[src/rtl/seven_seg_scan_driver.sv]
// ============================================================================
// Module      : seven_seg_scan_driver
// Description : Latches a signed BCD value and time-multiplexes it onto a
//               common-anode 7-segment bank with sign, LZ blanking and error.
// Revision    : 1.0 - initial release
// ============================================================================
`default_nettype none

module seven_seg_scan_driver #(
    parameter int NUM_DIGITS  = 3,
    parameter int NUM_AN      = 8,
    parameter int REFRESH_DIV = 100000,
    parameter int ACTIVE_LOW  = 1,
    parameter int BLANK_LZ    = 1
) (
    input  logic                              clk,
    input  logic                              rst_n,
    input  logic [4*NUM_DIGITS-1:0]           in_bcd,
    input  logic                              in_sign,
    input  logic [4*NUM_DIGITS-1:0]           alu_bcd,
    input  logic                              alu_sign,
    input  logic                              src_sel,
    input  logic                              load,
    input  logic                              blank,
    output logic [6:0]                        seg,
    output logic [NUM_AN-1:0]                 an,
    output logic [$clog2(NUM_DIGITS+1)-1:0]   scan_pos,
    output logic                              frame_done,
    output logic                              bcd_err
);

    localparam int                   C_POS_W    = $clog2(NUM_DIGITS + 1);
    localparam int                   C_DIV_W    = $clog2(REFRESH_DIV);
    localparam logic [C_DIV_W-1:0]   C_DIV_LAST = C_DIV_W'(REFRESH_DIV - 1);
    localparam logic [C_POS_W-1:0]   C_POS_LAST = C_POS_W'(NUM_DIGITS);
    // XOR masks: applying them to an active-high pattern yields the pin level
    localparam logic [6:0]           C_SEG_OFF  = {7{(ACTIVE_LOW != 0)}};
    localparam logic [NUM_AN-1:0]    C_AN_OFF   = {NUM_AN{(ACTIVE_LOW != 0)}};
    localparam logic [6:0]           C_SEG_MINUS = 7'b0000001;

    logic [4*NUM_DIGITS-1:0] held_val_q, held_val_d;
    logic                    held_sign_q, held_sign_d;
    logic [C_DIV_W-1:0]      div_q, div_d;
    logic [C_POS_W-1:0]      pos_q, pos_d;
    logic [6:0]              seg_q, seg_d;
    logic [NUM_AN-1:0]       an_q, an_d;
    logic                    frame_done_q, frame_done_d;
    logic                    bcd_err_q, bcd_err_d;

    logic                    w_tick;
    logic [6:0]              w_dig_seg [NUM_DIGITS];
    logic [NUM_DIGITS-1:0]   w_dig_err;
    logic [6:0]              w_seg_act;
    logic [NUM_AN-1:0]       w_an_act;

    function automatic logic [6:0] decode_digit(input logic [3:0] nib);
        logic [6:0] pat;
        case (nib)
            4'd0:    pat = 7'b1111110;
            4'd1:    pat = 7'b0110000;
            4'd2:    pat = 7'b1101101;
            4'd3:    pat = 7'b1111001;
            4'd4:    pat = 7'b0110011;
            4'd5:    pat = 7'b1011011;
            4'd6:    pat = 7'b1011111;
            4'd7:    pat = 7'b1110000;
            4'd8:    pat = 7'b1111111;
            4'd9:    pat = 7'b1111011;
            default: pat = 7'b1001111;
        endcase
        return pat;
    endfunction

    // Capture, refresh divider and scan position
    always_comb begin
        w_tick       = (div_q == C_DIV_LAST);
        held_val_d   = held_val_q;
        held_sign_d  = held_sign_q;
        if (load) begin
            held_val_d  = src_sel ? alu_bcd  : in_bcd;
            held_sign_d = src_sel ? alu_sign : in_sign;
        end
        div_d        = w_tick ? '0 : div_q + C_DIV_W'(1);
        pos_d        = pos_q;
        frame_done_d = 1'b0;
        if (w_tick) begin
            if (pos_q == C_POS_LAST) begin
                pos_d        = '0;
                frame_done_d = 1'b1;
            end else begin
                pos_d = pos_q + C_POS_W'(1);
            end
        end
    end

    // Per-digit pattern; a digit blanks when it and everything above it is zero
    generate
        for (genvar p = 0; p < NUM_DIGITS; p++) begin : g_digit
            logic [3:0] w_nib;
            logic       w_nz_upper;
            assign w_nib        = held_val_d[4*p +: 4];
            assign w_nz_upper   = |held_val_d[4*NUM_DIGITS-1:4*p];
            assign w_dig_err[p] = (w_nib > 4'd9);
            assign w_dig_seg[p] = ((BLANK_LZ != 0) && (p != 0) && !w_nz_upper)
                                  ? 7'b0000000 : decode_digit(w_nib);
        end
    endgenerate

    // Outputs are computed from next-state values so they track scan_pos and loads
    always_comb begin
        w_seg_act = 7'b0000000;
        w_an_act  = '0;
        if (pos_d == C_POS_LAST) begin
            w_seg_act = held_sign_d ? C_SEG_MINUS : 7'b0000000;
        end
        for (int p = 0; p < NUM_DIGITS; p++) begin
            if (pos_d == C_POS_W'(p)) begin
                w_seg_act = w_dig_seg[p];
            end
        end
        for (int p = 0; p <= NUM_DIGITS; p++) begin
            if (!blank && (pos_d == C_POS_W'(p))) begin
                w_an_act[p] = 1'b1;
            end
        end
        seg_d     = w_seg_act ^ C_SEG_OFF;
        an_d      = w_an_act ^ C_AN_OFF;
        bcd_err_d = |w_dig_err;
    end

    always_ff @(posedge clk) begin
        if (!rst_n) begin
            held_val_q   <= '0;
            held_sign_q  <= 1'b0;
            div_q        <= '0;
            pos_q        <= '0;
            seg_q        <= C_SEG_OFF;
            an_q         <= C_AN_OFF;
            frame_done_q <= 1'b0;
            bcd_err_q    <= 1'b0;
        end else begin
            held_val_q   <= held_val_d;
            held_sign_q  <= held_sign_d;
            div_q        <= div_d;
            pos_q        <= pos_d;
            seg_q        <= seg_d;
            an_q         <= an_d;
            frame_done_q <= frame_done_d;
            bcd_err_q    <= bcd_err_d;
        end
    end

    assign seg        = seg_q;
    assign an         = an_q;
    assign scan_pos   = pos_q;
    assign frame_done = frame_done_q;
    assign bcd_err    = bcd_err_q;

endmodule

`default_nettype wire

[config.mk]
export PLATFORM = sky130hd
export DESIGN_NAME = seven_seg_scan_driver
export DESIGN_NICKNAME = d
export VERILOG_FILES = /design/src/rtl/seven_seg_scan_driver.sv
export SDC_FILE = /design/constraint.sdc
export NUM_CORES = 1
export LEC_CHECK = 0
export ABC_AREA = 1
export CAP_MARGIN = 20
export CORE_ASPECT_RATIO = 1.1
export CORE_UTILIZATION = 45
export DETAILED_ROUTE_END_ITERATION = 8
export DONT_BUFFER_PORTS = 1
export MAX_ROUTING_LAYER = met4
export PLACE_DENSITY_LB_ADDON = 0.05
export SLEW_MARGIN = 20
export SYNTH_ARGS = -nofsm -noshare
export SYNTH_HDL_FRONTEND = slang
export SYNTH_SLANG_ARGS = --single-unit
[constraint.sdc]
create_clock -name clk -period 2.3 [get_ports clk]
set_clock_uncertainty 0.15 [all_clocks]
set_input_delay 0.46 -clock clk [delete_from_list [all_inputs] [get_ports clk]]
set_output_delay 0.46 -clock clk [all_outputs]
set_load 0.02 [all_outputs]
==> flow_metrics.env <==
export IMPL_outcome="finished, final reports clean"
export IMPL_cts_buffers_inserted=5
export IMPL_wire_per_inst_microns=11.9
export IMPL_switching_power_w=0.000494
export IMPL_dpl_hpwl_microns=4910
export IMPL_clk_path_buf_depth=2
export IMPL_seqPwrFrac_pct=52.2
export IMPL_final_setup_viol_count=0
export IMPL_dieArea_sq_um=6820
export IMPL_critical_path_arrival_ps=2170
export IMPL_synth_edff_count=0
export IMPL_syn_mean_instance_area_sq_um=6.86
export IMPL_layout_drive_gt1_share_pct=12.7
export IMPL_wirelength_microns=6110
export IMPL_insertion_delay_ps=300
export IMPL_dieHeight_microns=86.5
export IMPL_cts_hold_buf=0
export IMPL_ant_nets=0
export IMPL_dp_cells=504
export IMPL_boundaryPins=50
export IMPL_p_per_area_nw_per_um2=531
export IMPL_h_tree_depth=2
export IMPL_core_area_sq_um=6230
export IMPL_p_int_w=0.00114
export IMPL_routed_via_density=4.90
export IMPL_period_minus_slack_ps=2080
export IMPL_layout_nets=485
export IMPL_async_reset_ff_share_pct=0
export IMPL_drt_first_pass_iters=4
export IMPL_synth_area_top_cells="dfxtp_1, nand2_1, ha_1, inv_1, nor2_1"
export IMPL_synth_top_area_cell="dfxtp_1"
export IMPL_ir_worst_vdd_mv=0.315
export IMPL_worstSetupStartpointType="flop"
export IMPL_place_congestion=0.821
export IMPL_ys_types=41
export IMPL_clock_sinks=45
export IMPL_drt_initial_drc_count=61
export IMPL_grt_pass1_wl_microns=10800
export IMPL_start_util_pct=46.9
export IMPL_rsz0062_at_grt="no"
export IMPL_root_buffer="clkbuf_8"
export IMPL_end_kind="flop"
export IMPL_worstPathMaxFanout=5
export IMPL_cts_clk_slew_worst_paths_ps=90
export IMPL_fmax_ghz=0.480
export IMPL_synth_top_flop_cell="dfxtp_1"
export IMPL_yosysMostFrequentCell="nand2_1"
export IMPL_synth_seq_cells=45
export IMPL_report_power_total_w=0.00163
export IMPL_drc=0
export IMPL_cts_tree="built"
export IMPL_grt_max_degree=24
export IMPL_fillers=670
export IMPL_drv_cap=0
export IMPL_stdcell_area_sq_um=3080
export IMPL_overflow=0
export IMPL_synth_top_area_share_pct=30.8
export IMPL_hold_viol_final=0
export IMPL_io_buffers=0
export IMPL_dieWidth_microns=78.9
export IMPL_crit_type="reg -> reg"
export IMPL_num_antenna_cells=0
export IMPL_grt_use_total_pct=20.5
export IMPL_stdcell_count=512
export IMPL_comb_power_share_pct=18.7
export IMPL_slew_viol_final=0
export IMPL_hp_class="in -> reg"
export IMPL_final_util_pct=49.4
export IMPL_place_area_sq_um=3000
export IMPL_period_share_pct=90.5
export IMPL_area_growth_pct=5.31
export IMPL_grt_pass1_vias=2500
export IMPL_ys_seq_area_share_pct=30.8
export IMPL_ctsResizeCount=0
export IMPL_synth_commonest_cells="nand2_1, inv_1, nor2_1, dfxtp_1, nand3_1"
export IMPL_ys_warn_count=0
export IMPL_antenna_found_initial=0
export IMPL_leakagePower_nw=1.43
export IMPL_vias=2507
export IMPL_placementRows=30
export IMPL_p_clk_share_pct=29.1
export IMPL_switching_share_pct=30.2
export IMPL_fin_setup_tns_ps=0
export IMPL_syn_inst=426
export IMPL_worstPathRequired_ps=2390
export IMPL_netlist_area_sq_um=2920
export IMPL_postCtsSetupRepairBufs=0
registers in the layout, summed over array words and instances, names as in the netlist:
signal	cells
scan_pos	2
bcd_err	1
div_q	17
seg	7
held_val_q	12
held_sign_q	1
frame_done	1
an	4
worst max-delay path, stage by stage (launching register included):
cell and delay (ps):
dfxtp_1 310, inv_1 30, o21ai_0 400, inv_1 220
ha_1 250, nand2_1 90, nand2_1 50, o21ai_0 240
nand2_1 90, nand2_1 90, nand2_1 60, nand2_1 40
per-stage QoR:
step	worst slack, ps	hold slack (ps)
after floorplan	8.11	280
after global placement	63.2	296
after detailed placement	84.2	308
after CTS	265	122
after global routing	13.6	141
final	219	129
kinds of logic after synthesis:
kind of cell	share of synthesized area [%]
other	0.128
buffers and inverters	12.3
flip-flops	30.8
AO/OA/AOI/OAI	10.8
adder cells (fa/ha/maj)	9.84
XOR/XNOR	1.80
AND/OR/NAND/NOR	34.4
final timing paths:
check	cells past startpoint	slack, ps	endpoint	from
worst max-delay path	11	220	seg[2]	held_val_q[0]
worst max register to register	11	220	seg[2]	held_val_q[0]
worst min-delay path	2	130	frame_done	rst_n
worst min register to register	1	320	div_q[0]	div_q[0]
layout make-up:
type	count	area, sq um	share of cell area, %
clock inverter	1	7.51	0.244
multi-input combinational	305	1690	54.7
inverter	67	256	8.33
clock buffer	7	76.3	2.48
sequential	45	901	29.3
timing repair buffer	7	52.6	1.71
tap	80	100	3.25
metal layers:
metal | global-route usage (%) | share of wire, % | vias to the layer above
met5 | - | 0 | -
met4 | 8.10 | 2.9 | 0
met3 | 3.37 | 2.2 | 14
met2 | 38.1 | 52 | 35
met1 | 21.5 | 43 | 1142
li1 | - | - | 1316
power by group through the flow:
stage	sequential [W]	clock, W	combinational (W)
4_1_cts	0.000854	0.000490	0.000309
3_5_place_dp	0.000872	0	0.000308
5_1_grt	0.000857	0.000525	0.000358
6_report	0.000853	0.000475	0.000305
3_3_place_gp	0.000872	0	0.000308
2_1_floorplan	0.000867	0	0.000260
placed cells by master (no fill, tap or decap), types with 2 or more instances in the layout:
| cell type | instances |
|---|---|
| a21oi_1 | 10 |
| a31oi_2 | 2 |
| buf_4 | 7 |
| clkbuf_1 | 2 |
| clkbuf_8 | 5 |
| clkinv_1 | 2 |
| clkinv_2 | 2 |
| conb_1 | 4 |
| dfxtp_1 | 45 |
| ha_1 | 23 |
| inv_1 | 56 |
| inv_2 | 6 |
| nand2_1 | 103 |
| nand2_2 | 6 |
| nand2_4 | 4 |
| nand3_1 | 27 |
| nand3_2 | 2 |
| nand4_1 | 3 |
| nor2_1 | 56 |
| nor2_2 | 3 |
| nor2_4 | 3 |
| nor3_1 | 2 |
| nor3_2 | 2 |
| o211ai_1 | 3 |
| o21ai_0 | 22 |
| o21ai_1 | 10 |
| o21ai_2 | 3 |
| or2_1 | 2 |
| or2_2 | 3 |
| xnor2_1 | 3 |
| xor2_1 | 3 |
Note: power is estimated with default switching activity, not from simulation.
